**src/rtl/act_unit_arbiter.sv**
```systemverilog
`timescale 1ns/1ps
// act_unit_arbiter: round-robin, burst-locked sharing of one fixed-latency
// activation unit among NUM_REQ producers. Each issued beat carries its owner
// id down a tag pipe matched to ACT_LAT so results can be routed back.
// Optional per-requester accepted-beat counters: define ACT_ARB_PERF_CNT_EN.
//
// state  | meaning
// IDLE   | no owner; grant on enable and any req_valid, searching up from ptr
// BURST  | gnt owns the datapath until its last beat handshakes
module act_unit_arbiter #(
   parameter  int N        = 16,
   parameter  int CHANNELS = 16,
   parameter  int NUM_REQ  = 4,
   parameter  int ACT_LAT  = 2,
   localparam int CW       = $clog2(CHANNELS),
   localparam int IW       = $clog2(NUM_REQ)
) (
   input  logic                  clk,
   input  logic                  rst_n,
   input  logic                  enable,
   input  logic [NUM_REQ-1:0]    req_valid,
   input  logic [NUM_REQ-1:0]    req_last,
   input  logic [NUM_REQ*N-1:0]  req_data,
   input  logic [NUM_REQ*CW-1:0] req_channel,
   output logic [NUM_REQ-1:0]    req_ready,
   output logic [N-1:0]          act_data_out,
   output logic [CW-1:0]         act_channel_out,
   output logic                  act_valid_out,
   input  logic [N-1:0]          act_data_in,
   input  logic [CW-1:0]         act_channel_in,
   input  logic                  act_valid_in,
   output logic [N-1:0]          rsp_data,
   output logic [CW-1:0]         rsp_channel,
   output logic [NUM_REQ-1:0]    rsp_valid,
   output logic                  busy,
`ifdef ACT_ARB_PERF_CNT_EN
   input  logic                  perf_clr,
   output logic [NUM_REQ*32-1:0] perf_beats,
`endif
   output logic                  lat_err
);

   typedef enum logic {S_IDLE, S_BURST} state_t;

   state_t        state, state_nx;
   logic [IW-1:0] gnt, gnt_nx, ptr, ptr_nx, pick, ptr_inc;
   logic [IW:0]   idx;
   logic          found, hs;
   logic [IW-1:0] iss_id;
   logic [ACT_LAT-1:0] tag_v;
   logic [IW-1:0] tag_id [ACT_LAT];
   logic          tail_v;
   logic [IW-1:0] tail_id;

   assign hs      = (state == S_BURST) && req_valid[gnt];
   assign ptr_inc = (gnt == IW'(NUM_REQ - 1)) ? '0 : gnt + 1'b1;
   assign tail_v  = tag_v[ACT_LAT-1];
   assign tail_id = tag_id[ACT_LAT-1];
   assign busy    = (state == S_BURST) || act_valid_out || (|tag_v);

   // first valid requester at or after ptr, wrapping modulo NUM_REQ
   always_comb begin
      pick  = ptr;
      found = 1'b0;
      idx   = '0;
      for (int k = 0; k < NUM_REQ; k++) begin
         idx = {1'b0, ptr} + (IW+1)'(k);
         if (idx >= (IW+1)'(NUM_REQ)) idx = idx - (IW+1)'(NUM_REQ);
         if (!found && req_valid[idx[IW-1:0]]) begin
            found = 1'b1;
            pick  = idx[IW-1:0];
         end
      end
   end

   // next state, grant and pointer; ready is driven only for the owner
   always_comb begin
      state_nx  = state;
      gnt_nx    = gnt;
      ptr_nx    = ptr;
      req_ready = '0;
      case (state)
         S_IDLE: begin
            if (enable && found) begin
               state_nx = S_BURST;
               gnt_nx   = pick;
            end
         end
         S_BURST: begin
            req_ready[gnt] = 1'b1;
            if (hs && req_last[gnt]) begin
               state_nx = S_IDLE;
               ptr_nx   = ptr_inc;
            end
         end
         default: state_nx = S_IDLE;
      endcase
   end

   // state register
   always_ff @(posedge clk or negedge rst_n) begin
      if (!rst_n) begin
         state <= S_IDLE;
         gnt   <= '0;
         ptr   <= '0;
      end else begin
         state <= state_nx;
         gnt   <= gnt_nx;
         ptr   <= ptr_nx;
      end
   end

   // issue register toward the shared unit, plus owner tag pipe aligned to its latency
   always_ff @(posedge clk or negedge rst_n) begin
      if (!rst_n) begin
         act_valid_out   <= 1'b0;
         act_data_out    <= '0;
         act_channel_out <= '0;
         iss_id          <= '0;
         tag_v           <= '0;
         for (int k = 0; k < ACT_LAT; k++) tag_id[k] <= '0;
      end else begin
         act_valid_out   <= hs;
         act_data_out    <= hs ? req_data[gnt*N +: N] : '0;
         act_channel_out <= hs ? req_channel[gnt*CW +: CW] : '0;
         iss_id          <= hs ? gnt : '0;
         tag_v[0]        <= act_valid_out;
         tag_id[0]       <= iss_id;
         for (int k = 1; k < ACT_LAT; k++) begin
            tag_v[k]  <= tag_v[k-1];
            tag_id[k] <= tag_id[k-1];
         end
      end
   end

   // route results to their owner; a valid disagreement drops the beat and latches the error
   always_ff @(posedge clk or negedge rst_n) begin
      if (!rst_n) begin
         rsp_valid   <= '0;
         rsp_data    <= '0;
         rsp_channel <= '0;
         lat_err     <= 1'b0;
      end else begin
         rsp_valid   <= (tail_v && act_valid_in) ? (NUM_REQ'(1) << tail_id) : '0;
         rsp_data    <= (tail_v && act_valid_in) ? act_data_in : '0;
         rsp_channel <= (tail_v && act_valid_in) ? act_channel_in : '0;
         if (tail_v != act_valid_in) lat_err <= 1'b1;
      end
   end

`ifdef ACT_ARB_PERF_CNT_EN
   logic [31:0] perf_cnt [NUM_REQ];

   // accepted-beat counters; clear beats a same-cycle increment
   always_ff @(posedge clk or negedge rst_n) begin
      if (!rst_n) begin
         for (int k = 0; k < NUM_REQ; k++) perf_cnt[k] <= '0;
      end else if (perf_clr) begin
         for (int k = 0; k < NUM_REQ; k++) perf_cnt[k] <= '0;
      end else if (hs) begin
         perf_cnt[gnt] <= perf_cnt[gnt] + 32'd1;
      end
   end

   for (genvar g = 0; g < NUM_REQ; g++) begin : g_perf
      assign perf_beats[g*32 +: 32] = perf_cnt[g];
   end
`endif

endmodule

```
**config.mk**
```make
export PLATFORM = sky130hd
export DESIGN_NAME = act_unit_arbiter
export DESIGN_NICKNAME = d
export VERILOG_FILES = /design/src/rtl/act_unit_arbiter.sv
export SDC_FILE = /design/constraint.sdc
export NUM_CORES = 1
export LEC_CHECK = 0
export BUFFER_PORTS_ARGS = -buffer_cell sky130_fd_sc_hd__buf_2
export CORE_UTILIZATION = 35
export CTS_BUF_LIST = sky130_fd_sc_hd__clkbuf_4
export CTS_CLUSTER_DIAMETER = 80
export CTS_CLUSTER_SIZE = 40
export DETAILED_ROUTE_END_ITERATION = 8
export GPL_TIMING_DRIVEN = 0
export HOLD_SLACK_MARGIN = 0.03
export PLACE_DENSITY = 0.67
export SYNTH_ARGS = -nofsm -noshare
export SYNTH_HDL_FRONTEND = slang
export SYNTH_SLANG_ARGS = --single-unit
```
**constraint.sdc**
```tcl
create_clock -name clk -period 2.6 [get_ports clk]
set_input_delay 0.78 -clock clk [delete_from_list [all_inputs] [get_ports clk]]
set_output_delay 0.78 -clock clk [all_outputs]
set_load 0.05 [all_outputs]
```
# Word-level counts from Yosys, hierarchy flattened
# Index checks and enable logic that the tools add are counted.
word_totals:
  register_bits: 59
  elab_cells: 91
  out_inout_bits: 51
  in_bits: 112
  mem_bits_rw: 0
  memories: 0
  mem_bits_ro: 0
  latch_bits: 0
classes:
  n_eq_ne: 2
  n_reduce_logical: 16
  shift: 3
  mux: 37
  order_cmp: 10
  n_mul: 0
  n_div: 0
  addsub: 8
  bitwise_logic: 1
op_table:
  columns: ["op", "count"]
  rows:
  - ["variable part select 64 x 7 -> 16 bit", 1]
  - ["2-to-1 mux 16 bit", 2]
  - ["2-to-1 mux 2 bit", 10]
  - ["2-to-1 mux 4 bit", 4]
  - ["variable part select 16 x 5 -> 4 bit", 1]
  - ["less-than comparator 2 x 3 -> 1 bit, second input constant", 5]
  - ["2-to-1 mux 1 bit", 13]
  - ["binary-select mux 1 bit (select 2 bit)", 6]
  - [">= comparator 3 bit, second input constant", 3]
  - ["logical AND 1 bit", 8]
  - ["subtractor 2 x 1 -> 2 bit, second input constant", 4]
  - ["adder 2 x 2 -> 3 bit, second input constant", 2]
  - ["AND reduction 2 bit", 2]
  - ["left shift 1 x 2 -> 4 bit, first input constant", 1]
  - ["adder 2 x 1 -> 3 bit, second input constant", 1]
  - [">= comparator 2 x 3 -> 1 bit, second input constant", 1]
  - ["zero test 1 bit", 3]
  - ["adder 2 x 1 -> 2 bit, second input constant", 1]
  - ["demux 1 bit (select 2 bit)", 1]
  - ["equality test 2 bit, second input constant", 1]
  - [">= comparator 2 x 1 -> 1 bit, second input constant", 1]
  - ["logical OR 1 bit", 2]
  - ["one-hot mux 1 bit (2 select lines)", 1]
  - ["OR reduction 2 bit", 1]
  - ["other kinds (2)", 2]

# Longest topological paths before layout
# Gate-level depths: netlist (run 1).
logic_depth:
  depth_word: 17
  depth_mapped: 5
  mapped_depth_nobuf: 4

# Least setup slack after synthesis (run 1)
# Ideal clock, no wire load.
synth_path:
  path_kind: "reg-to-output"
  from: "reg act_valid_out"
  to: "out busy"
  stages_incl_launch_ff: 2
  path_buffers: 0
  path_slack_ns: 0.451
  t_arrival_ns: 1.369
  required_time_ns: 1.820
  path_cell_list: "dfrtp_1 -> or4_1"
synth_between:
  elab_chain_cells: 2
synth_lines:
  columns: ["item", "line_no", "text"]
  rows:
  - ["from (decl)", "28", "output logic act_valid_out,"]
  - ["from (signal assigned)", "123", "act_valid_out <= hs;"]
  - ["logical OR 1 bit (2 in series)", "59", "assign busy = (state == S_BURST) || act_valid_out || (|tag_v);"]
  - ["to (decl)", "35", "output logic busy,"]
# Every way passes these cells.

# Worst setup path after layout (run 1)
layout_path:
  from: "reg gnt[0]"
  to: "out req_ready[0]"
layout_between:
  elab_chain_cells: 5
  word_cells_on_any_way: 6
  classes_between: "order compare (2); mux (3); reduce/logical (1)"
layout_lines:
  columns: ["item", "line_no", "text"]
  rows:
  - ["from (decl)", "46", "logic [IW-1:0] gnt, gnt_nx, ptr, ptr_nx, pick, ptr_inc;"]
  - ["from (signal assigned)", "108", "gnt <= gnt_nx;"]
  - ["less-than comparator 2 x 3 -> 1 bit (implied by the code) or >= comparator 2 x 1 -> 1 bit (tied branches)", "90", "req_ready[gnt] = 1'b1;"]
  - ["logical AND 1 bit (implied by the code)", "90", null]
  - ["2-to-1 mux 1 bit (implied by the code)", "90", null]
  - ["demux 1 bit (select 2 bit) (*)", "90", null]
  - ["2-to-1 mux 4 bit (*)", "82", "case (state)"]
  - ["to (decl)", "25", "output logic [NUM_REQ-1:0] req_ready,"]
# Mark *: on every way between the ends. The rest lies on a longest branch, timed or not.

==> impl_summary.md, run 1 <==
Logic synthesis
The cell accounting for the most synthesized area is sky130_fd_sc_hd__dfrtp_1. In the synthesized netlist the dominant register cell turns out to be sky130_fd_sc_hd__dfrtp_1. After synthesis, the largest family of logic cells by area is multiplexers. The area fraction of the dominant cell type after synthesis is 0.5532. Counting every net in the synthesized netlist gives 300. Of the synthesized area, sequential elements account for 0.5532. The number of synthesized register bits is a little under 60. Measured against the total synthesized area, the mux share comes to 0.2030. The number of instances in the synthesized netlist is approximately 180.

The number of unique standard cell types used by synthesis is 31. The synthesized-area fraction occupied by adder cells is 0.02344. The cell area that synthesis handed to floorplanning was 2669 um2. The count of warnings emitted by yosys is 0. The post-synthesis async set-or-reset flop share is 1.000. The count of flip-flops with a built-in enable after synthesis is 0. The post-synthesis compound-gate area fraction is 0.03235. The xor/xnor share of the synthesized area is 0.

By area the synthesized netlist is led by sky130_fd_sc_hd__dfrtp_1 (55%), sky130_fd_sc_hd__mux4_2 (18%), sky130_fd_sc_hd__and2_1 (5.6%). The average size of a mapped cell is 14.58 um2. The area share of and/or/nand/nor cells after synthesis is 0.1538.

Clock network
The clock-pin slew reported for the worst setup and hold paths after clock tree synthesis is 0.10 ns. The clock net sink count is between 50 and 60. The TritonCTS clock tree is built. The count of hold-fix buffers inserted at cts is 0. No sink is reached through more buffers than the 2 on the longest clock path. The H-tree was split into 3 levels.

After clock tree synthesis, the repair step resized 0 gates. Buffers inserted during clock tree synthesis total 9. CTS placed an instance of sky130_fd_sc_hd__clkbuf_4 at the clock tree root. The later pin in the worst-skew pair is clocked with a latency of approximately 0.36 ns.

Critical path
The largest fanout of any net on the critical path is 18. For the worst setup path, the data required time is 1.82 ns. The family with the most delay on the worst path is buffers and inverters. STA classifies the critical path startpoint as a flop. The critical path contains buffers and inverters numbering 3 combined. For this run, the slowest stage of the critical path takes 0.39 ns. The arrival time of the worst setup path is 1.66 ns. The worst setup path is of the reg2out kind. The largest individual stage delay along the critical path comes from the cell sky130_fd_sc_hd__dfrtp_1. Traced cell by cell, the critical path runs through buf_6, inv_1, ha_1, and2_1, buf_2. The kind of end point of the critical path is an output port.

Drt
The number of antenna-violating nets in the routed design is 0. The vias after detailed routing is 2055. The sum of met3 wire segment lengths after detailed routing is 467 um. The highest metal layer carrying signal wires in the routed design is met4. The routed design has 6140 um of wire. After detailed routing, the met2 layer carries 3130 um of wire. After detailed routing, the number of remaining DRC violations is 0. The number of optimization iterations in the first detailed-route pass is 4. For this block, wires on met1 add up to 2425 um. Dividing the detail-routed via count by the number of cells gives 4.477. In the final routed layout, each cell accounts on average for 13.38 um. After the first detailed-routing iteration, the DRC count stood at 54.

Floorplan
The die covers 7978 um2. The region available for standard cell placement spans 7331 um2. The initial core utilization is 0.3641. The initialized floorplan defines 31 standard-cell rows.

The floorplan step set the die height to slightly below 90 um. The die is slightly below 90 um wide. The number of placed I/O pins is around 160.

Power and ir drop
The analysis attributes to cell leakage a power of roughly 2 nW. IR analysis of the VDD net gives a maximum drop of 303.4 uV. The switching part of the total is 0.4360. The part of the total power dissipated in the clock network is 0.153. The net switching component of the power is 0.001728 W. Cell internal power was estimated by the tool at ~0.0022 W. The share of total power dissipated in sequential elements is 0.321. Dividing total power by cell area gives a power density of 1063 nW/um2. The fraction of power consumed by combinational cells is 0.526. The overall power of the completed layout is 0.003963 W.

STA
Of the available clock period, the critical path in the final layout requires 0.9391. The worst slew margin relative to its limit is 0.5173. For the finished layout, the period the worst path requires is 2.442 ns. The final count of hold timing violations is 0. The slew at the pin closest to its max-slew limit is 0.7240 ns. Setup repair after global routing left no endpoint under its margin. Setup violations remaining at the end of the flow were counted as 0. Clock skew on the completed layout was measured at 0.01071 ns. The total count of max-transition violations in the final report came to 0.

Summed over all failing endpoints, the final setup total negative slack is 0 ns. For this run, the top clock speed supported by timing is 0.4096 GHz.

Placed design
The cell count after placement is between 400 and 500. The final weighted congestion in routability-driven placement is 0.8229. The wire-length estimate of the detail-placed layout is 4955 um. The number of I/O port buffers is 162.

Final layout
Compared with the post-synthesis result, the final layout area differs by 39.71%. The total inserted antenna cells is 0. The finished layout holds 459 standard cells, fillers aside.

The share of cells above drive strength 1 is 0.5889. The number of nets in the finished design is roughly 470.

Hold path
The type of the worst min-delay path is reg2reg.

Job
The number of maximum-capacitance violations is 0.

Global route
The initial antenna violation count is 0. The total grt overflow is 0. The number of global-route vias before repair came to 2034.

Entering global routing, the biggest net connects 60 pins. Across every metal layer, demand over resource in global routing totals 0.1582. The global-route wire length before repair is 9404 um.

Status
The flow ran to the end, and the final reports show no timing, DRC or antenna violations.
## flip-flops by register name, indices dropped and copies added, names as in the netlist
name and flops:
act_data_out 16, rsp_channel 4, act_valid_out 1, act_channel_out 4
state 1, iss_id 2, tag_id 2, rsp_data 16
tail_id 2, lat_err 1, gnt 2, tag_v 2
ptr 2, rsp_valid 4
## cell usage in the layout (no fill, tap or decap), drive strengths merged, types with 2 or more instances in the layout
cell / count
ha: 5
buf: 169
mux4: 21
and2: 24
mux2: 3
dfrtp: 59
clkinv: 4
nand2: 4
nand2b: 3
o21ai: 2
nor3b: 2
mux2i: 2
a21oi: 4
inv: 5
nor2b: 22
clkbuf: 12
nor2: 5
## cell families (layout without fill, tap and decap cells)
logic type	Yosys count	in the layout
DFF	59	59
adders and majority gates	5	5
buffers and inverters	15	192
AOI/OAI and AO/OA	11	11
muxes	26	26
and+or+nand+nor	67	67
## power groups by stage
stage | logic [W] | clock network (W) | registers (W)
final | 0.00209 | 0.000607 | 0.00127
after global routing | 0.00224 | 0.000683 | 0.00130
after CTS | 0.00214 | 0.000633 | 0.00128
after detailed placement | 0.00213 | 0 | 0.00130
after global placement | 0.00211 | 0 | 0.00128
after floorplan | 0.00103 | 0 | 0.00189
## worst paths after layout
kind	start	end	slack, ns	depth (start not counted)
setup / recovery	gnt[0]	req_ready[0]	0.16	5
hold / removal	iss_id[0]	tag_id[2]	0.36	0
setup reg to reg	gnt[1]	ptr[1]	0.82	5
hold reg to reg	iss_id[0]	tag_id[2]	0.36	0
max in group asynchronous	rst_n	lat_err	1.66	1
min in group asynchronous	rst_n	rsp_channel[2]	0.46	1
## cell type report
type	instances	area (um2)
flip-flops and latches	59	1476
multi-input cells	109	1101
inverters	5	18.77
repair buffers	163	820.8
fillers	692	3602
well taps	99	123.9
clock buffers	10	75.07
plain buffers	8	56.30
clock inverters	6	56.30
## synth_stat cells (all sizes together), types with 2 or more instances
library cell,n
and2,24
o21ai,2
dfrtp,59
mux4,21
buf,8
nand2,4
inv,5
mux2i,2
nand2b,3
a21oi,4
ha,5
nor2b,22
nor3b,2
clkbuf,2
nor2,5
mux2,3
## worst reg2reg max path: stages (launching register included)
cell	delay [ns]
sky130_fd_sc_hd__dfrtp_1	0.40
sky130_fd_sc_hd__buf_6	0.21
sky130_fd_sc_hd__mux2i_2	0.37
sky130_fd_sc_hd__a2bb2oi_4	0.23
sky130_fd_sc_hd__nand2b_4	0.17
sky130_fd_sc_hd__mux2_4	0.29
## through the flow
stage	hold WS [ns]	util	setup WS (ns)	cell area, um2
after floorplan	0.3312	-	0.4508	2669
after global placement	0.3356	0.4916	0.3223	3603
after detailed placement	0.3385	0.4916	0.3104	3603
after CTS	0.3572	0.5098	0.008471	3737
after global routing	0.3681	0.5086	0.03083	3729
final	0.3578	0.5086	0.1583	3729
## repair_timing
| item | CTS | global route |
|---|---|---|
| gates cloned | 0 | 0 |
| endpoints found under the setup margin | 3 | 2 |
| buffers inserted | 1 | 0 |
## routing by layer
layer	GRT usage	up-vias
li1	-	981
met1	0.1813	973
met2	0.2811	91
met3	0.03693	10
met4	0.07071	0
met5	0	-
Note: power is estimated with default switching activity, not from simulation.
==> inputs of run 2 (changes only) <==
--- a/config.mk
+++ b/config.mk
@@ -6,6 +6,7 @@
 export NUM_CORES = 1
 export LEC_CHECK = 0
 export BUFFER_PORTS_ARGS = -buffer_cell sky130_fd_sc_hd__buf_2
+export CORE_ASPECT_RATIO = 0.6
 export CORE_UTILIZATION = 35
 export CTS_BUF_LIST = sky130_fd_sc_hd__clkbuf_4
 export CTS_CLUSTER_DIAMETER = 80
==> run 2 against run 1 <==
Routed wire length decreased by 2.1%. Core utilization rose by 1.4 points. Non-clock buffer count is the same. Cell area grew 2.7%. Critical endpoint is now req_ready[1]. Largest cell class unchanged. Highest routed layer unchanged.
==> impl_summary.md, run 2 (synthesis results as in run 1) <==
STA
The largest clock skew in the final design is 0.01018 ns (-0.0005329 ns). The summed negative setup slack over all endpoints is 0 ns (unchanged). The final count of negative-setup-slack endpoints is 0 (unchanged). The post-layout worst setup margin was 0.1775 ns (+0.01916 ns). The worst slew margin relative to its limit is 0.5116 (-0.005752).

The final count of hold timing violations is 0 (unchanged). The share of the cycle needed by the critical path after routing is 0.9317 (-0.007371). The minimum period implied by the final worst setup slack was 2.423 ns (-0.01916 ns). The achievable clock frequency is 0.4128 GHz (+0.79%).

The total count of max-transition violations in the final report was 0 (unchanged). The slew at the pin closest to its max-slew limit was 0.7326 ns (+0.008627 ns). Setup repair after global routing left no endpoint under its margin.

Floorplan
The number of placed I/O pins is 163 (unchanged). The die area came to 7990 um2 (+0.15%). The floorplan die height is 69.64 um (-22%). The cell row count came to 24 (-23%). The chip width is 114.7 um (+28%). The initial core utilization is 0.3642 (about the same). The core footprint came to 7327 um2 (about the same).

Critical path
The slowest stage of the critical path is the sky130_fd_sc_hd__dfrtp_1 cell. The largest fanout of any net on the critical path is 15 (-3). The arrival time of the worst setup path is 1.64 ns (-0.02 ns). The required time of the critical path is 1.82 ns (about the same). The critical path class is reg2out.

STA classifies the critical path endpoint as an output port. The biggest cell delay along the critical path came to 0.41 ns (+0.02 ns). The reg-to-reg setup timing slack came to 0.80 ns (-0.02 ns).

The element type at the critical path start is a flop. Traced cell by cell, the critical path runs through buf_8, inv_1, ha_1, and2_1, clkbuf_4.

Power and ir drop
The static leakage is 2.053 nW (+1.6%). The net switching component of the power is 0.001764 W (+2.1%). The maximum vdd ir drop is 397.6 uV (+31%). The switching part of the total was 0.4090 (-0.02698). The power density over the cells is 1126 nW/um2 (+6.0%). The part of the total power dissipated in the clock network is 0.212 (+0.059).

The fraction of power consumed by combinational cells is 0.494 (-0.032). The internal portion of total power is 0.002549 W (+14%). The register share of total power is 0.294 (-0.027). The overall power of the completed layout is 0.004313 W (+8.8%).

Drt
The number of antenna-violating nets in the routed design is 0 (unchanged). The average wire per cell in the routed design is 12.96 um (-3.1%). The mean number of vias per cell is 4.416 (-1.4%).

The final routed wirelength across all metal layers is 6013 um (-2.1%). The number of optimization iterations in the first detailed-route pass is 4 (unchanged). The number of remaining DRC errors is 0 (unchanged). The vias after detailed routing is 2049 (-0.29%). The violation count after the first detailed-route iteration came to 76 (+41%).

Final layout
Leaving out fill and tap cells, the most frequent cell in the layout is sky130_fd_sc_hd__buf_2. In the layout the commonest cells are sky130_fd_sc_hd__buf_2 (162), sky130_fd_sc_hd__dfrtp_1 (59), sky130_fd_sc_hd__and2_1 (24). The post-route cell area was 3829 um2 (+2.7%).

The total inserted antenna cells is 0 (unchanged). The largest registers in the layout are act_data_out (16), rsp_data (16). The area growth from synthesis to layout is 43.46%. The number of nets in the finished design is 472 (unchanged).

The number of non-filler instances in the completed layout is 464 (+1.1%). The share of cells above drive strength 1 is 0.5917 (+0.002778).

Clock network
The number of buffers created by CTS is 9 (unchanged). The clock insertion delay at the later pin of the skew report is 0.38 ns (+0.02 ns). The clock net sink count is 59 (unchanged). The clock root buffer master is sky130_fd_sc_hd__clkbuf_4. The number of H-tree levels was 3 (unchanged). The largest buffer count on any clock path was 2 (unchanged).

The clock-pin slew reported for the worst setup and hold paths after clock tree synthesis is 0.10 ns (about the same). TritonCTS built the clock tree.

Global route
The global-route wire length before repair is 9549 um (+1.5%). The initial antenna violation count is 0 (unchanged). The global routing usage summed across all routing layers came to 0.1591 (+0.0009417).

The number of global-route vias before repair is 1973 (-3.0%). The total grt overflow came to 0 (unchanged). The maximum number of pins on one net before global-route repair is 60 (unchanged).

Placed design
The half-perimeter wire length after detailed placement was 4713 um (-4.9%). The post-placement cell area is 3610 um2 (+0.17%). The number of I/O port buffers came to 162 (unchanged).

The final weighted congestion in routability-driven placement is 0.7153 (-13%). The worst slack after detailed placement was 0.3187 ns (+0.008300 ns). The cell count after placement is 449 (+1.1%).

Job
The number of maximum-capacitance violations is 0 (unchanged).

Hold path
In this run the worst hold path is classified as reg2reg.

Status
The flow ran to the end, and the final reports show no timing, DRC or antenna violations.
## run 2: cell types whose count changed in the layout (fill, tap and decap cells not counted), sizes merged
| cell | delta |
|---|---|
| buf | -2 |
| clkbuf | +1 |
| clkinvlp | +1 |
| clkinv | -3 |
| bufinv | +3 |
## run 2: per-stage QoR
stage          hold slack (ns)    util
3_3_place_gp            0.3329  0.4927
4_1_cts                 0.3541  0.5188
5_1_grt                 0.3540  0.5225
6_report                0.3497  0.5225
3_5_place_dp            0.3347  0.4927
2_1_floorplan           0.3312       -
## run 2: area by class of cell
cell class | instances | area (um2)
plain buffers | 8 | 68.82
inverters | 5 | 18.77
well taps | 104 | 130.1
flip-flops and latches | 59 | 1476
repair buffers | 163 | 825.8
clock buffers | 9 | 67.56
multi-input cells | 109 | 1101
fillers | 651 | 3498
clock inverters | 7 | 140.1
## run 2: worst paths after layout
path,start,endpoint,cells after the start
setup / recovery,gnt[1],req_ready[1],5
hold / removal,iss_id[1],tag_id[3],0
setup reg to reg,gnt[1],ptr[0],5
hold reg to reg,iss_id[1],tag_id[3],0
max in group asynchronous,rst_n,act_data_out[3],1
min in group asynchronous,rst_n,act_channel_out[0],1
## run 2: critical path, delay by kind of cell, from the launching register on
kind          cells  cell delay, ns
simple gates      1            0.15
buf+inv           3            0.52
fa+ha+maj         1            0.19
flops             1            0.41
## run 2: power by group through the flow
stage | Sequential [W] | Clock [W] | Combinational, W
after global routing | 0.00130 | 0.000997 | 0.00227
after CTS | 0.00127 | 0.000948 | 0.00211
after floorplan | 0.00189 | 0 | 0.00103
after global placement | 0.00128 | 0 | 0.00211
final | 0.00127 | 0.000913 | 0.00213
after detailed placement | 0.00129 | 0 | 0.00213
## run 2: metal layers
layer,vias to the layer above,share of wire,GRT usage
met5,-,0,0
met4,0,0.0032,0.03896
met3,2,0.090,0.06469
met2,99,0.44,0.2397
met1,961,0.46,0.2140
li1,987,-,-
## run 2: what timing repair did
action,in CTS,in global routing
setup endpoints to repair,3,3
setup buffers,0,1
resized for setup,0,5
hold buffers,0,0
pin swaps,0,0
==> inputs of run 3 (changes only) <==
==> constraint.sdc (replaced) <==
create_clock -name clk -period 3.1 [get_ports clk]
set_input_delay 0.93 -clock clk [delete_from_list [all_inputs] [get_ports clk]]
set_output_delay 0.93 -clock clk [all_outputs]
set_load 0.05 [all_outputs]
==> run 3 against run 2 <==
Routed wire length grew 0.90%. Non-clock buffer count grew 1. First-iteration DRC count is 1.3% lower. Worst hold slack better by 0.0025 ns. Cell area shrank 0.23%. Critical path depth rose by 1. Die area stayed put. Via count barely moved. Final cell count increased by 0.22%. Power fell by 16%. Register-to-register slack gained 0.58 ns.
==> impl_summary.md, run 3 (synthesis results as in run 1) <==
Final layout
The top cell types in the final layout, fill and taps aside, are sky130_fd_sc_hd__buf_2 (165), sky130_fd_sc_hd__dfrtp_1 (59), sky130_fd_sc_hd__and2_1 (24). The number of nets in the finished design came to 473 (+0.21%). The total inserted antenna cells was 0 (unchanged).

The largest registers in the layout are act_data_out (16), rsp_data (16). The library cell used most frequently in the layout, excluding fill and tap cells, is sky130_fd_sc_hd__buf_2. The share of cells above drive strength 1 is 0.5928 (+0.001131). The layout-stage area growth over the synthesis result is 43.13%. The utilization of the core after routing is 0.5213 (-0.001195).

STA
Subtracting the final worst setup slack from the clock period gives 2.815 ns. The post-route worst hold slack is 0.3522 ns (+0.002508 ns). The worst slew margin relative to its limit is 0.5097 (-0.001894). The final count of hold timing violations is 0 (unchanged). The largest clock skew in the final design is 0.009678 ns (-0.0005022 ns). The achievable clock frequency is between 0.3 and 0.4 GHz. Of the available clock period, the critical path in the final layout requires 0.9080. The total count of max-transition violations in the final report is 0 (unchanged). The slew at the pin closest to its max-slew limit is 0.7355 ns (+0.002841 ns). The summed negative setup slack over all endpoints is 0 ns (unchanged). Setup repair after global routing left no endpoint under its margin.

The final count of negative-setup-slack endpoints is 0 (unchanged).

Power and ir drop
The overall power of the completed layout is 0.003602 W (-16%). The maximum vdd ir drop is 333.7 uV (-16%). The power density over the cells is 942.9 nW/um2 (-16%).

The static leakage is 2.055 nW (about the same).

Floorplan
The die area was 7990 um2 (unchanged). The chip width is 114.7 um (unchanged). The core footprint is 7327 um2 (unchanged). The floorplan die height came to 69.64 um (unchanged).

The number of placed I/O pins is 163 (unchanged). The cell row count came to 24 (unchanged). The initial core utilization is 0.3642 (unchanged).

Drt
The number of antenna-violating nets in the routed design is 0 (unchanged). The final routed wirelength across all metal layers was 6067 um (+0.90%). The number of optimization iterations in the first detailed-route pass was 4 (unchanged). The violation count after the first detailed-route iteration was 75 (-1.3%).

The mean number of vias per cell is 4.409 (-0.17%). The vias after detailed routing is 2050 (+0.049%). The number of remaining DRC errors is 0 (unchanged). The average wire per cell in the routed design is 13.05 um (+0.68%).

Clock network
The clock net sink count is 59 (unchanged). The clock-pin slew reported for the worst setup and hold paths after clock tree synthesis was 0.10 ns (about the same). The largest buffer count on any clock path is 2 (unchanged). The count of hold-fix buffers inserted at cts is 0 (unchanged). The clock root buffer master is sky130_fd_sc_hd__clkbuf_4. The number of setup buffers added after CTS came to 0 (unchanged).

The number of buffers created by CTS was 9 (unchanged). The clock insertion delay at the later pin of the skew report was 0.38 ns (about the same). The number of H-tree levels is 3 (unchanged). The number of cells upsized or downsized after cts is 0 (unchanged). The TritonCTS clock tree is built.

Placed design
The number of I/O port buffers is 162 (unchanged). The final weighted congestion in routability-driven placement came to 0.7153 (unchanged). The half-perimeter wire length after detailed placement is 4713 um (unchanged).

Critical path
The arrival time of the worst setup path is 1.88 ns (+0.24 ns). The worst-case reg-to-reg path depth is 5 (unchanged). The endpoint identified for the worst register-to-register timing path is ptr[0].

The critical path class is reg2out. The required time of the critical path is 2.17 ns (+0.35 ns). The worst setup path is launched from a flop.

The largest fanout of any net on the critical path was 10 (-5). On the critical path, the stage with the largest delay is an instance of sky130_fd_sc_hd__dfrtp_1. The reg-to-reg setup timing slack is 1.38 ns (+0.58 ns). The most prevalent standard cell on the critical path is sky130_fd_sc_hd__buf_2. Following the worst setup path forward leads to its endpoint at req_ready[1]. The most critical setup path has its startpoint at gnt[1]. Walking the worst path, the cells encountered are buf_6, buf_2, inv_1, ha_1, and2_1, buf_2. The kind of end point of the critical path is an output port.

The launch point of the worst reg-to-reg path is gnt[1]. The biggest cell delay along the critical path is 0.40 ns (about the same).

Global route
The global-route wire length before repair is 9611 um (+0.65%). The maximum number of pins on one net before global-route repair is 60 (unchanged). The total grt overflow is 0 (unchanged).

The global routing usage summed across all routing layers was 0.1603 (+0.001152). The number of global-route vias before repair is 1984 (+0.56%). The initial antenna violation count is 0 (unchanged).

Hold path
In this run the worst hold path is classified as reg2reg.

Status
The run finished with clean final reports.

Job
The number of maximum-capacitance violations came to 0 (unchanged).
[run 3: stage by stage]
stage	instances	setup WS [ns]	instance area [um2]
6_report	465	0.2852	3820
5_1_grt	465	0.08410	3820
3_5_place_dp	449	0.6687	3610
2_1_floorplan	183	0.8008	2669
4_1_cts	465	0.2229	3817
3_3_place_gp	449	0.6830	3610
[run 3: how the worst min path moves through the flow]
stage                         start          to  slack [ns]  cells after the start
after floorplan           iss_id[0]   tag_id[2]        0.33                      0
after global placement    iss_id[1]   tag_id[3]        0.33                      0
after detailed placement  tag_id[3]  tail_id[1]        0.33                      0
after CTS                 iss_id[1]   tag_id[3]        0.35                      0
after global routing      iss_id[1]   tag_id[3]        0.35                      0
final                     iss_id[1]   tag_id[3]        0.35                      0
[run 3: layout make-up]
| type | count | area [um2] |
|---|---|---|
| buffer | 10 | 72.57 |
| clock buffer | 9 | 67.56 |
| clock inverter | 7 | 140.1 |
| fill | 651 | 3507 |
| inverter | 5 | 18.77 |
| multi-input combinational | 109 | 1101 |
| sequential | 59 | 1476 |
| tap | 104 | 130.1 |
| timing repair buffer | 162 | 813.3 |
[run 3: layer usage]
| layer | track usage | share of wire | vias to the layer above |
|---|---|---|---|
| li1 | - | - | 988 |
| met1 | 0.2146 | 0.47 | 967 |
| met2 | 0.2431 | 0.45 | 93 |
| met3 | 0.06469 | 0.079 | 2 |
| met4 | 0.03896 | 0.0031 | 0 |
| met5 | 0 | 0 | - |
[run 3: worst max-delay path: cells and delay by family (launching register included)]
family / cells / cell delay (ns)
fa+ha+maj: 1 / 0.20
buf+inv: 4 / 0.76
flops: 1 / 0.40
simple gates: 1 / 0.14
[run 3: report_power, final]
| part | internal (W) | switching, W |
|---|---|---|
| Clock | 0.000488 | 0.000279 |
| Sequential | 0.000970 | 0.0000937 |
| Combinational | 0.000666 | 0.00110 |
| Total | 0.00212 | 0.00148 |
